<file path="src/rtl/boot_pkg.sv">
`default_nettype none
// ============================================================================
// Module      : boot_pkg
// Description : Shared constants and state encoding for the boot loader.
// Revision    : 1.0 - initial release
// ============================================================================
package boot_pkg;

    localparam int         LEN_WIDTH         = 16;
    localparam int         STATE_WIDTH       = 3;
    localparam logic [7:0] DEFAULT_SYNC_BYTE = 8'hA5;

    typedef logic [STATE_WIDTH-1:0] state_t;

    localparam state_t ST_WAIT_SYNC = 3'd0;
    localparam state_t ST_LEN_LO    = 3'd1;
    localparam state_t ST_LEN_HI    = 3'd2;
    localparam state_t ST_DATA      = 3'd3;
    localparam state_t ST_CHECK     = 3'd4;
    localparam state_t ST_RUN       = 3'd5;
    localparam state_t ST_ERROR     = 3'd6;

    // States in which the loader offers rx_ready to the byte source.
    function automatic logic accepts_bytes(input state_t st);
        return (st == ST_WAIT_SYNC) || (st == ST_LEN_LO) || (st == ST_LEN_HI) ||
               (st == ST_DATA)      || (st == ST_CHECK);
    endfunction

endpackage
`default_nettype wire

</file>
<file path="src/rtl/boot_loader_word_assembler.sv">
`default_nettype none
// ============================================================================
// Module      : word_assembler
// Description : Little-endian byte-to-word packer with running XOR checksum.
// Revision    : 1.0 - initial release
// ============================================================================
module word_assembler
    import boot_pkg::*;
(
    input  logic        clk,
    input  logic        rst,
    input  logic        i_clr,
    input  logic        i_byte_en,
    input  logic [7:0]  i_byte,
    output logic        o_word_done,
    output logic [31:0] o_word,
    output logic [7:0]  o_chksum
);

    logic [23:0] r_shift;
    logic [1:0]  r_idx;
    logic [7:0]  r_chksum;

    // The fourth byte is used straight from the input so the word is
    // complete on the same edge that accepts it.
    assign o_word_done = i_byte_en && (r_idx == 2'd3);
    assign o_word      = {i_byte, r_shift};
    assign o_chksum    = r_chksum;

    always_ff @(posedge clk or posedge rst) begin
        if (rst) begin
            r_shift  <= '0;
            r_idx    <= '0;
            r_chksum <= '0;
        end else if (i_clr) begin
            r_shift  <= '0;
            r_idx    <= '0;
            r_chksum <= '0;
        end else if (i_byte_en) begin
            case (r_idx)
                2'd0:    r_shift[7:0]   <= i_byte;
                2'd1:    r_shift[15:8]  <= i_byte;
                2'd2:    r_shift[23:16] <= i_byte;
                default: r_shift        <= r_shift;
            endcase
            r_idx    <= r_idx + 2'd1;
            r_chksum <= r_chksum ^ i_byte;
        end
    end

endmodule
`default_nettype wire

</file>
<file path="src/rtl/boot_loader.sv">
`default_nettype none
// ============================================================================
// Module      : boot_loader
// Description : Receives a framed program image, writes it to instruction
//               memory, verifies the XOR checksum and releases the core.
// Revision    : 1.0 - initial release
// ============================================================================
module boot_loader
    import boot_pkg::*;
#(
    parameter int         ADDR_WIDTH = 8,
    parameter logic [7:0] SYNC_BYTE  = DEFAULT_SYNC_BYTE
) (
    input  logic                  clk,
    input  logic                  rst,
    input  logic                  rx_valid,
    input  logic [7:0]            rx_data,
    output logic                  rx_ready,
    output logic                  imem_we,
    output logic [ADDR_WIDTH-1:0] imem_addr,
    output logic [31:0]           imem_wdata,
    output logic                  cpu_rst,
    output logic                  done,
    output logic                  error
);

    // Largest legal word count: a full-depth image.
    localparam logic [LEN_WIDTH:0] c_depth = {{LEN_WIDTH{1'b0}}, 1'b1} << ADDR_WIDTH;

    state_t                r_state;
    state_t                w_next;
    logic                  r_rx_ready;
    logic                  r_cpu_rst;
    logic                  r_done;
    logic                  r_error;
    logic [7:0]            r_len_lo;
    logic [LEN_WIDTH-1:0]  r_len;
    logic [LEN_WIDTH-1:0]  r_word_cnt;
    logic                  r_imem_we;
    logic [ADDR_WIDTH-1:0] r_imem_addr;
    logic [31:0]           r_imem_wdata;

    logic                  w_accept;
    logic                  w_sync_hit;
    logic                  w_byte_en;
    logic                  w_word_done;
    logic [31:0]           w_word;
    logic [7:0]            w_chksum;
    logic [LEN_WIDTH-1:0]  w_len_full;

    assign w_accept   = rx_valid && r_rx_ready;
    assign w_sync_hit = w_accept && (r_state == ST_WAIT_SYNC) && (rx_data == SYNC_BYTE);
    assign w_byte_en  = w_accept && (r_state == ST_DATA);
    assign w_len_full = {rx_data, r_len_lo};

    word_assembler u_word_assembler (
        .clk         (clk),
        .rst         (rst),
        .i_clr       (w_sync_hit),
        .i_byte_en   (w_byte_en),
        .i_byte      (rx_data),
        .o_word_done (w_word_done),
        .o_word      (w_word),
        .o_chksum    (w_chksum)
    );

    always_comb begin
        w_next = r_state;
        case (r_state)
            ST_WAIT_SYNC: begin
                if (w_sync_hit) w_next = ST_LEN_LO;
            end
            ST_LEN_LO: begin
                if (w_accept) w_next = ST_LEN_HI;
            end
            ST_LEN_HI: begin
                if (w_accept) begin
                    if ({1'b0, w_len_full} > c_depth) w_next = ST_ERROR;
                    else if (w_len_full == '0)        w_next = ST_CHECK;
                    else                              w_next = ST_DATA;
                end
            end
            ST_DATA: begin
                if (w_word_done && (r_word_cnt == r_len - LEN_WIDTH'(1))) w_next = ST_CHECK;
            end
            ST_CHECK: begin
                if (w_accept) w_next = (rx_data == w_chksum) ? ST_RUN : ST_ERROR;
            end
            ST_RUN:   w_next = ST_RUN;
            ST_ERROR: w_next = ST_ERROR;
            default:  w_next = ST_ERROR;
        endcase
    end

    // Status outputs are registered from the next state so they change on
    // the same edge that enters RUN or ERROR.
    always_ff @(posedge clk or posedge rst) begin
        if (rst) begin
            r_state    <= ST_WAIT_SYNC;
            r_rx_ready <= 1'b0;
            r_cpu_rst  <= 1'b1;
            r_done     <= 1'b0;
            r_error    <= 1'b0;
            r_len_lo   <= '0;
            r_len      <= '0;
        end else begin
            r_state    <= w_next;
            r_rx_ready <= accepts_bytes(w_next);
            r_cpu_rst  <= (w_next != ST_RUN);
            r_done     <= (w_next == ST_RUN);
            r_error    <= (w_next == ST_ERROR);
            if (w_accept && (r_state == ST_LEN_LO)) r_len_lo <= rx_data;
            if (w_accept && (r_state == ST_LEN_HI)) r_len    <= w_len_full;
        end
    end

    always_ff @(posedge clk or posedge rst) begin
        if (rst) begin
            r_imem_we    <= 1'b0;
            r_imem_addr  <= '0;
            r_imem_wdata <= '0;
            r_word_cnt   <= '0;
        end else begin
            r_imem_we <= w_word_done;
            if (w_word_done) begin
                r_imem_addr  <= r_word_cnt[ADDR_WIDTH-1:0];
                r_imem_wdata <= w_word;
                r_word_cnt   <= r_word_cnt + LEN_WIDTH'(1);
            end
        end
    end

    assign rx_ready   = r_rx_ready;
    assign imem_we    = r_imem_we;
    assign imem_addr  = r_imem_addr;
    assign imem_wdata = r_imem_wdata;
    assign cpu_rst    = r_cpu_rst;
    assign done       = r_done;
    assign error      = r_error;

endmodule
`default_nettype wire

</file>
<file path="config.mk">
export PLATFORM = sky130hd
export DESIGN_NAME = boot_loader
export DESIGN_NICKNAME = d
export VERILOG_FILES = /design/src/rtl/boot_pkg.sv /design/src/rtl/boot_loader_word_assembler.sv /design/src/rtl/boot_loader.sv
export SDC_FILE = /design/constraint.sdc
export NUM_CORES = 1
export LEC_CHECK = 0
export ABC_AREA = 1
export BUFFER_PORTS_ARGS = -buffer_cell sky130_fd_sc_hd__clkbuf_2
export CAP_MARGIN = 20
export CORE_MARGIN = 4
export CORE_UTILIZATION = 35
export DETAILED_ROUTE_END_ITERATION = 8
export PLACE_DENSITY_LB_ADDON = 0.05
export SETUP_SLACK_MARGIN = 0.1
export SLEW_MARGIN = 20
export SYNTH_ARGS = -nofsm -noshare
export SYNTH_HDL_FRONTEND = slang
export SYNTH_SLANG_ARGS = --single-unit
</file>
<file path="constraint.sdc">
create_clock -name clk -period 5.72 [get_ports clk]
set_input_delay 0.572 -clock clk [delete_from_list [all_inputs] [get_ports clk]]
set_output_delay 0.572 -clock clk [all_outputs]
set_load 0.01 [all_outputs]
</file>
# == Yosys cells after proc, flatten, opt, wreduce, memory -nomap -nowiden ==
# Cells that the tools add are included.
# word_totals
ff_bits,122
in_bits,11
out_inout_bits,45
wordCells,80
# classes
addsub,3
magnitude_cmp,1
n_eq_ne,18
n_mux,18
n_bitwise,1
n_reduce_logical,23
# op_table
operator,count
$mux 24,2
$mux 8,5
$mux 3,7
$pmux 3 s6,1
$add 16x1->16 const B,1
$eq 16x16->1,1
$gt 16x9->1 const B,1
$logic_not 16->1,1
$sub 16x1->16 const B,1
$eq 3x3->1 const B,5
$eq 3x2->1 const B,4
$eq 8x8->1,1
$eq 8x8->1 const B,1
$logic_and 1x1->1,8
$reduce_bool 2->1,4
$xor 8x8->8,1
$eq 3x1->1 const B,2
$logic_not 3->1,2
$mux 2,3
$reduce_and 2->1,3
$eq 2x2->1 const B,2
$logic_or 1x1->1,4
$ne 3x3->1 const B,1
$add 2x1->2 const B,1
2 further kinds,2

# == Logic depth before layout (Yosys ltp) ==
# Gate-level depths: netlist (run 1).
# depth
depth_word,11
mapped_depth,15
depth_no_buf,15

# == Hierarchy ==
# From an unflattened synthesis (run 1), not the netlist that was laid out.
# hier_totals
hier_cells,741
hier_area_um2,5928.2
# modules_own_cells
mod,n_inst,cells_each,area_per_inst_um2,seq_area_each_um2
boot_loader,1,549,4285.4,2203.4
word_assembler,1,192,1642.8,850.8

# == Worst setup path before layout (run 1) ==
# OpenSTA, ideal clock, no wires.
# synth_path
kind,reg-to-reg
from,register r_len[0]
to,"register r_rx_ready, in the netlist rx_ready"
setup_time_ns,0.117
arrival_ns,1.626
t_required_ns,5.603
path_slack_ns,3.977
stages_incl_launch_ff,14
n_path_buf,0
period_less_slack_ns,1.743
cell_sequence,dfrtp_1 -> inv_1 -> ha_1 -> nand2_2 -> nor2_4 -> nand2_1 -> nand3_1 -> nand2_1 -> nor2_1 -> nand3_1 -> nor2_2 -> nor2_2 -> inv_2 -> nand2_1
# synth_via
elab_chain_len,10
word_cells_on_any_way,14
cone_classes,add/sub (1); eq/ne (5); mux (2); reduce/logical (6)
# synth_rtl
element,line_no,source
from (decl),boot_loader.sv:37,logic [LEN_WIDTH-1:0] r_len;
from (signal assigned),boot_loader.sv:113,if (w_accept && (r_state == ST_LEN_HI)) r_len <= w_len_full;
$sub 16x1->16 *,boot_loader.sv:84,if (w_word_done && (r_word_cnt == r_len - LEN_WIDTH'(1))) w_next = ST_CHECK;
$eq 16x16->1 *,boot_loader.sv:84,
$logic_and 1x1->1 *,boot_loader.sv:84,
$mux 3 *,boot_loader.sv:84,
$pmux 3 s6 *,boot_loader.sv:69,case (r_state)
net w_next[2],boot_loader.sv:31,state_t w_next;
$eq 3x1->1 / $logic_not 3->1 (equally long branches),boot_pkg.sv:25,return (st == ST_WAIT_SYNC) || (st == ST_LEN_LO) || (st == ST_LEN_HI) ||
$logic_or 1x1->1 (3 in a row),boot_pkg.sv:25,
$logic_or 1x1->1 *,boot_pkg.sv:26,(st == ST_DATA) || (st == ST_CHECK);
to (signal assigned),boot_loader.sv:108,r_rx_ready <= accepts_bytes(w_next);
to (decl),boot_loader.sv:32,logic r_rx_ready;
# Mark *: on every way through the listed nets, which the timed path passes. The rest lies on a longest branch.
# A chain may end at the register's enable or synchronous reset.

# == Worst setup path in the final report (run 1) ==
# layout_path
from,register r_state[0]
to,register r_word_cnt[15]
# layout_via
elab_chain_len,3
# layout_rtl
element,line_no,source
from (decl),boot_loader.sv:30,state_t r_state;
from (signal assigned),boot_loader.sv:107,r_state <= w_next;
$eq 3x2->1,boot_loader.sv:53,assign w_byte_en = w_accept && (r_state == ST_DATA);
$logic_and 1x1->1,boot_loader.sv:53,
$logic_and 1x1->1,boot_loader_word_assembler.sv:26,assign o_word_done = i_byte_en && (r_idx == 2'd3);
to (signal assigned),boot_loader.sv:128,r_word_cnt <= r_word_cnt + LEN_WIDTH'(1);
to (decl),boot_loader.sv:38,logic [LEN_WIDTH-1:0] r_word_cnt;
# Every way passes these cells.

==> impl_metrics.ini, run 1 <==
[outcome]
outcome = completed

[sta]
hold_violations = 0
finalCriticalPeriod_ns = 2.28
setup_viol = 0
tightest_slew_ns = 0.885
clock_skew_ns = 0.0103
tns_ns = 0
worst_slack_ns = 3.44
max-slew-margin-rel = 0.409
rsz0062_at_grt = no
slew_violations = 0
max_freq_ghz = 0.439
finalCritPeriodShare = 0.399

[floorplanning]
rows = 46
die_area_um2 = 18600
boundaryPins = 56
die_y_um = 137
core_um2 = 16100
die_w_um = 137
initial_utilization = 0.360

[clocking]
clockBufferDepth = 2
cts_tree = built
postCtsSetupBuffers = 0
cts_sinks = 122
clk_pin_slew_worst_paths_ns = 0.06
cts_buffers = 17
holdBufCountCts = 0
postCtsResizedCells = 0
root_buffer = clkbuf_16
cts-htree-levels = 4
clock_latency_ns = 0.41

[job]
maxCapViolCount = 0

[synth]
yosys.area.top_type = dfrtp_1
ys_types = 34
syn_inst = 691
synth_seq_area_share = 0.528
netlist.area_leader.share = 0.524
synth-warning-count = 0
synth-seq-cells = 122
netlist_area_um2 = 5780
syn_area_per_cell_um2 = 8.37
synth_area_leaders = dfrtp_1, nand2_1, o21ai_0
syn_nets = 708

[worst_setup_path]
critPathCaptureType = flip-flop
required_ns = 6.01
critPathMaxFanout = 72
crit_arrival_ns = 2.57
crit_type = flip-flop to flip-flop
cp-start-kind = flip-flop

[detailed_routing]
first_pass_iters = 5
drtIter0Drc = 243
ant_nets = 0
drc = 0
routed_wirelength_mm = 14.2
wl_per_cell_um = 14.6
vias = 4523
viasPerCell = 4.62

[grt]
groute.usage.overall = 0.166
grt_max_degree = 73
antenna_found_initial = 0
grt_pass1_wl_mm = 23.9
grt_pass1_vias = 4585
grt_overflow_total = 0

[cells_and_area]
num-fill-cells = 1626
utilization = 0.426
layout_commonest_cell = nand2_1
antennaDiodeCount = 0
syn2layout_area_growth_pct = 18.4
drive_gt1_frac = 0.150
final_cell_mix = nand2_1, dfrtp_1, inv_1
nets = 768

[place]
port_buffers = 55
preCtsSetupSlack_ns = 3.14
hpwl_mm = 10.4
gp_congestion = 0.845

[power]
power.density_nw_per_um2 = 283
leakage_uw = 0.00365
vdd_ir_drop_max_mv = 0.219

[min_path]
hold_path.class = input pin to asynchronous set/reset pin
## area by class of cell
| class | count | area, µm² | share of cell area |
|---|---|---|---|
| Sequential cell | 122 | 3050 | 0.446 |
| Tap cell | 216 | 270 | 0.0395 |
| Inverter | 93 | 354 | 0.0517 |
| Clock inverter | 8 | 95.1 | 0.0139 |
| Timing Repair Buffer | 56 | 283 | 0.0413 |
| Clock buffer | 22 | 474 | 0.0693 |
| Multi-Input combinational cell | 461 | 2320 | 0.338 |
## state kept, by name (all words and copies together) (netlist names)
register,cells
done,1
cpu_rst,1
r_word_cnt,16
r_len,16
imem_we,1
rx_ready,1
imem_wdata,32
r_len_lo,8
u_word_assembler.r_idx,2
u_word_assembler.o_chksum,8
error,1
r_state,3
imem_addr,8
u_word_assembler.r_shift,24
## cell families after synthesis
family,synth area share
and+or+nand+nor,0.239
DFF,0.528
buffers and inverters,0.0712
AOI/OAI and AO/OA,0.0941
xor gates and xnor gates,0.0545
adders and majority gates,0.0130
## path summary, 6_finish.rpt
path | start | endpoint | slack (ns) | cells after the start
min | rst | u_word_assembler.r_shift[9] | 0.27 | 2
min reg2reg | imem_wdata[5] | imem_wdata[5] | 0.47 | 2
max reg2reg | r_state[0] | r_word_cnt[15] | 3.44 | 10
max | r_state[0] | r_word_cnt[15] | 3.44 | 10
min in group clk | imem_wdata[5] | imem_wdata[5] | 0.47 | 2
max in group asynchronous | rst | r_word_cnt[6] | 4.16 | 3
## power breakdown
group | total, µW | leakage [µW] | switching [µW] | internal [µW]
Sequential | 864 | 0.00160 | 0 | 864
Clock | 1040 | 0.000278 | 368 | 667
Combinational | 37.8 | 0.00177 | 32.2 | 5.56
Total | 1940 | 0.00365 | 400 | 1540
## metrics by stage
| stage | power, µW | instances | area, µm² | hold WS, ns |
|---|---|---|---|---|
| CTS | 1970 | 978 | 6850 | 0.304 |
| floorplan | 899 | 691 | 5780 | 0.449 |
| detailed placement | 919 | 948 | 6280 | 0.461 |
| finish | 1940 | 978 | 6850 | 0.269 |
| global placement | 919 | 948 | 6280 | 0.461 |
| global route | 2010 | 978 | 6850 | 0.347 |
## critical path, stage by stage (launching register included)
cell and delay, ns:
dfrtp_1 0.43, nand2_1 0.12, nor2_4 0.15, nand2_4 0.09, nor2_8 0.30, inv_4 0.29
nor2_4 0.22, nand3_2 0.12, nor2_4 0.13, nand4_1 0.11, xnor2_1 0.15
## layer usage
| metal | global-route usage | wire (µm) |
|---|---|---|
| met5 | 0 | 0 |
| met4 | 0.0510 | 242 |
| met3 | 0.0456 | 440 |
| met2 | 0.281 | 7160 |
| met1 | 0.206 | 6390 |
## synthesized netlist by cell type
cell type / number
nand4_1: 12
a21oi_1: 1
nor2_1: 50
nor2_8: 1
nor2_2: 5
clkbuf_1: 12
o21a_1: 1
nand2_2: 5
dfrtp_1: 121
nor3_2: 1
a31oi_1: 2
a21oi_2: 1
o21bai_1: 1
nor2_4: 5
dfstp_2: 1
o211ai_1: 2
nand2_1: 202
nand3b_1: 3
and2_1: 1
a22oi_1: 9
nand2_4: 1
inv_4: 1
inv_1: 86
xor2_1: 22
buf_2: 3
ha_1: 6
nor4_1: 1
o21ai_0: 83
nor3_1: 5
xnor2_1: 14
inv_2: 6
o21ai_1: 1
nand3_1: 24
nand3_2: 2
No activity file was read; power rests on OpenSTA's default activity.
==> inputs of run 2 (changes only) <==
--- a/config.mk
+++ b/config.mk
@@ -5,7 +5,7 @@
 export SDC_FILE = /design/constraint.sdc
 export NUM_CORES = 1
 export LEC_CHECK = 0
-export ABC_AREA = 1
+export ABC_AREA = 0
 export BUFFER_PORTS_ARGS = -buffer_cell sky130_fd_sc_hd__clkbuf_2
 export CAP_MARGIN = 20
 export CORE_MARGIN = 4
==> constraint.sdc (replaced) <==
create_clock -name clk -period 2.2 [get_ports clk]
set_input_delay 0.22 -clock clk [delete_from_list [all_inputs] [get_ports clk]]
set_output_delay 0.22 -clock clk [all_outputs]
set_load 0.01 [all_outputs]
==> impl_metrics.ini, run 2 <==
[sta]
max-slew-margin-rel = 0.674
max_freq_ghz = 0.391
slew_violations = 0
hold_violations = 0
tns_ns = -1.39
setup_viol = 5
finalCriticalPeriod_ns = 2.56
finalCritPeriodShare = 1.16
worst_slack_ns = -0.357
clock_skew_ns = 0.00568
rsz0062_at_grt = yes
tightest_slew_ns = 0.488

[synth]
syn_area_per_cell_um2 = 11.8
yosysMostFrequentCell = dfrtp_1
yosys.area.top_type = dfrtp_1
netlist.area_leader.share = 0.539
synth-warning-count = 0
synth_compound_area_frac = 0.0594
synth_edf_count = 0
synth-seq-cells = 122
yosys-top-cells-count = dfrtp_1, mux2_2, nand2_1
synth_top_family_by_area = multiplexers
yosys.area_share.simple = 0.134
synth_seq_area_share = 0.543
syn_inst = 478
yosys_most_used_dff = dfrtp_1
syn_nets = 495
ys_types = 51
ys_async_sr_fraction = 1.00
synth_area_leaders = dfrtp_1, mux2_2, xnor2_1
synthMuxAreaShare = 0.142
synthAdderAreaFrac = 0.0134
synth_xor_area_frac = 0.0795
netlist_area_um2 = 5620

[cells_and_area]
utilization = 0.465
stdcell_count = 829
final_cell_mix = dfrtp_1, buf_4, mux2_2
nets = 617
antennaDiodeCount = 0
num-fill-cells = 1480
largest_reg_flops = 32
drive_gt1_frac = 0.423
syn2layout_area_growth_pct = 30.8
layout_commonest_cell = dfrtp_1

[worst_setup_path]
cp-startpoint = r_len[1]
critPathMaxFanout = 4
r2r_slack_ns = -0.36
crit_arrival_ns = 2.85
reg2reg_from = r_len[1]
required_ns = 2.49
r2r-end = r_state[0]
crit_type = flip-flop to flip-flop
critPathCaptureType = flip-flop
cp-start-kind = flip-flop
rr_worst_depth = 10

[power]
leakage_uw = 0.00363
vdd_ir_drop_max_mv = 0.530
power.density_nw_per_um2 = 884
total_power_uw = 6500

[floorplanning]
die_w_um = 135
core_um2 = 15800
rows = 46
die_area_um2 = 18100
die_y_um = 135
initial_utilization = 0.355
boundaryPins = 56

[clocking]
clockBufferDepth = 2
clk_pin_slew_worst_paths_ns = 0.06
cts_sinks = 122
root_buffer = clkbuf_16
cts-htree-levels = 4
cts_buffers = 17
cts_tree = built
clock_latency_ns = 0.41

[min_path]
whs_path_depth = 3
hold_path.class = input pin to flip-flop
hold_start = rx_data[7]
holdPathEnd = u_word_assembler.r_shift[7]

[place]
place_inst = 791
gp_congestion = 0.785
hpwl_mm = 9.92
port_buffers = 55
preCtsSetupSlack_ns = -0.401

[job]
maxCapViolCount = 0

[detailed_routing]
drc = 0
wl_met3_um = 407
dr.max_layer_used = met4
viasPerCell = 4.77
met1_length_mm = 6.35
wl_met2_mm = 6.78
first_pass_iters = 4
drtIter0Drc = 145
wl_per_cell_um = 16.6
ant_nets = 0
routed_wirelength_mm = 13.8
vias = 3958

[grt]
grt_max_degree = 53
antenna_found_initial = 0
groute.usage.overall = 0.163
grt_pass1_wl_mm = 22.9
grt_pass1_vias = 4233
grt_overflow_total = 0

[outcome]
outcome = complete, but fails checks
violations = negative setup slack
run 2: logic make-up after synthesis:
logic type	Yosys count
XOR/XNOR	51
flip-flops	122
AND/OR/NAND/NOR	140
buffers and inverters	38
AO/OA/AOI/OAI	50
adder cells (fa/ha/maj)	6
multiplexers	71
run 2: layout make-up:
cell class | count | area [µm²] | share of cell area
sequential | 122 | 3050 | 0.415
inverter | 8 | 33.8 | 0.00459
clock buffer | 18 | 439 | 0.0597
tap | 216 | 270 | 0.0368
clock inverter | 14 | 136 | 0.0185
multi-input combinational | 318 | 2540 | 0.345
timing repair buffer | 133 | 883 | 0.120
run 2: worst max-delay path by stage:
stage                     depth (start not counted)  slack (ns)    endpoint
after CTS                                         9       -0.32  r_state[0]
after global routing                             10       -0.47  r_state[0]
after global placement                           10       -0.36  r_state[0]
after floorplan                                   9       -0.35  r_state[0]
final                                            10       -0.36  r_state[0]
after detailed placement                          9       -0.40  r_state[0]
run 2: power breakdown:
group	internal (µW)	switching, µW	total [µW]	leakage, µW
Clock	1610	1100	2710	0.000280
Combinational	690	628	1320	0.00167
Sequential	2370	114	2480	0.00167
run 2: metrics by stage:
stage          cell area, µm²  hold WS [ns]
4_1_cts                  7300         0.105
6_report                 7350         0.123
3_5_place_dp             6610         0.267
2_1_floorplan            5640         0.461
3_3_place_gp             6610         0.268
5_1_grt                  7350         0.130
run 2: metal layers:
metal  vias up  global-route usage
met5         -                   0
met4         0              0.0583
met3        18              0.0410
met2        47               0.263
met1      1980               0.214
li1       1913                   -
run 2: repair_timing:
action / in CTS / in global routing
setup buffers: 4 / 1
hold endpoints to repair: 18 / 0
setup endpoints to repair: 35 / 35
hold buffers: 1 / 0
pin swaps: 7 / 9
gates resized for setup: 17 / 7
run 2: critical path: stages, from the launching register on:
cell      delay [ns]
dfrtp_1         0.38
inv_2           0.07
ha_4            0.12
or4b_4          0.49
buf_6           0.14
nor3_4          0.14
xnor2_2         0.11
nor4b_4         0.31
nand4b_4        0.14
o21a_1          0.21
or3_1           0.30
==> inputs of run 3 (changes only) <==
--- a/config.mk
+++ b/config.mk
@@ -5,15 +5,17 @@
 export SDC_FILE = /design/constraint.sdc
 export NUM_CORES = 1
 export LEC_CHECK = 0
-export ABC_AREA = 0
+export ABC_AREA = 1
 export BUFFER_PORTS_ARGS = -buffer_cell sky130_fd_sc_hd__clkbuf_2
 export CAP_MARGIN = 20
 export CORE_MARGIN = 4
 export CORE_UTILIZATION = 35
+export CTS_BUF_LIST = sky130_fd_sc_hd__clkbuf_2 sky130_fd_sc_hd__clkbuf_4 sky130_fd_sc_hd__clkbuf_8
 export DETAILED_ROUTE_END_ITERATION = 8
 export PLACE_DENSITY_LB_ADDON = 0.05
 export SETUP_SLACK_MARGIN = 0.1
 export SLEW_MARGIN = 20
 export SYNTH_ARGS = -nofsm -noshare
 export SYNTH_HDL_FRONTEND = slang
+export SYNTH_HIERARCHICAL = 1
 export SYNTH_SLANG_ARGS = --single-unit
==> impl_metrics.ini, run 3 <==
[place]
port_buffers = 55
hpwl_mm = 11.2
gp_congestion = 0.824
dpl_cell_area_um2 = 6460
preCtsSetupSlack_ns = 0.223
place_inst = 1004

[clocking]
cts_sinks = 122
cts_tree = built
clockBufferDepth = 2
postCtsSetupBuffers = 0
clock_latency_ns = 0.44
clk_pin_slew_worst_paths_ns = 0.08
root_buffer = clkbuf_8
cts_buffers = 17
cts-htree-levels = 4

[synth]
synth-seq-cells = 122
ys_async_sr_fraction = 1.00
synth_seq_area_share = 0.515
yosys.area.top_type = dfrtp_1
synth_area_leaders = dfrtp_1, nand2_1, nor2_1
netlist.area_leader.share = 0.511
yosys-top-cells-count = nand2_1, dfrtp_1, nor2_1
syn_nets = 758
syn_inst = 741
ys_types = 33
syn_area_per_cell_um2 = 8.00
netlist_area_um2 = 5930
synth_edf_count = 0
yosys_most_used_dff = dfrtp_1
yosysMostFrequentCell = nand2_1
synth-warning-count = 6

[cells_and_area]
nets = 821
syn2layout_area_growth_pct = 16.2
final_area_um2 = 6890
antennaDiodeCount = 0
stdcell_count = 1037
final_cell_mix = nand2_1, dfrtp_1, nor2_1
layout_commonest_cell = nand2_1
drive_gt1_frac = 0.166
largest_reg_flops = 32

[min_path]
whs_path_depth = 3
holdPathEnd = imem_wdata[31]
hold_start = rx_data[7]
hold_path.class = input pin to flip-flop

[sta]
whs_ns = 0.0867
max_freq_ghz = 0.532
setup_viol = 0
tns_ns = 0
tightest_slew_ns = 0.579
clock_skew_ns = 0.00843
hold_violations = 0
slew_violations = 0
finalCriticalPeriod_ns = 1.88
rsz0062_at_grt = no
worst_slack_ns = 0.319
finalCritPeriodShare = 0.855
max-slew-margin-rel = 0.613

[power]
power.density_nw_per_um2 = 898
leakage_uw = 0.00384
vdd_ir_drop_max_mv = 0.393

[worst_setup_path]
required_ns = 2.54
reg2reg_from = r_len[5]
crit_type = flip-flop to flip-flop
rr_worst_depth = 12
r2r-end = error
cp-start-kind = flip-flop
critPathCaptureType = flip-flop
crit_arrival_ns = 2.22
cp-startpoint = r_len[5]
critPathMaxFanout = 5
r2r_slack_ns = 0.32

[grt]
groute.usage.overall = 0.168
antenna_found_initial = 0
grt_pass1_vias = 4901
grt_pass1_wl_mm = 25.8
grt_max_degree = 65
grt_overflow_total = 0

[detailed_routing]
routed_wirelength_mm = 15.2
ant_nets = 0
drtIter0Drc = 333
drc = 0
wl_per_cell_um = 14.7
viasPerCell = 4.63
vias = 4800
first_pass_iters = 5

[floorplanning]
core_um2 = 16600
die_y_um = 138
die_area_um2 = 19100
initial_utilization = 0.357
boundaryPins = 56
rows = 47
die_w_um = 138

[outcome]
outcome = completed

[job]
maxCapViolCount = 0
run 3: changes by cell type after synthesis, sizes merged, moves of 5 or more:
cell    delta
a22o      -10
and2       -5
buf       +14
clkbuf    -15
inv       +62
mux2      -70
nand2    +230
nand3     +44
nor2      +50
o21ai     +26
xnor2     -15
run 3: final cells by class:
class / instances / area [µm²]
Multi-Input combinational cell: 520 / 2450
Inverter: 70 / 269
Clock inverter: 13 / 145
Fill cell: 1783 / 9690
Tap cell: 220 / 275
Clock buffer: 19 / 255
Sequential cell: 122 / 3050
Timing Repair Buffer: 73 / 438
run 3: worst max-delay path by stage:
stage	endpoint
detailed placement	error
CTS	error
floorplan	r_word_cnt[12]
global route	error
finish	error
global placement	error
run 3: kinds of logic after synthesis:
logic type / synth area share
compound gates: 0.0466
flops: 0.515
simple gates: 0.301
xor+xnor: 0.0473
fa+ha+maj: 0.0127
buf+inv: 0.0777
run 3: critical path, stage by stage (launching register included):
cell and delay, ns:
dfrtp_1 0.47, nor2_1 0.21, nand2_1 0.13, nor2_4 0.14, nand2_1 0.08, xor2_1 0.14, nand2_1 0.07, nor2_1 0.18
nand3_1 0.12, nand2_2 0.10, nand2_2 0.05, nand2_1 0.05, inv_1 0.03
run 3: repair_timing:
item	in CTS	in global routing
hold endpoints to repair	58	0
gates resized for setup	0	5
setup endpoints to repair	0	8
hold buffers	1	0
run 3: routing by layer:
metal | global-route usage | wire [µm]
met2 | 0.277 | 7680
met4 | 0.0593 | 204
met3 | 0.0376 | 447
met5 | 0 | 0
met1 | 0.218 | 6900
run 3: report_power, final:
| part | switching, µW | internal (µW) | total [µW] |
|---|---|---|---|
| sequential | 175 | 2400 | 2570 |
| clock | 937 | 1050 | 1990 |
| combinational | 1050 | 569 | 1620 |
run 3: metrics by stage:
step	total power, µW	utilization
floorplan	3780	-
global placement	4200	0.390
detailed placement	4210	0.390
CTS	6250	0.414
global route	6650	0.415
finish	6190	0.415
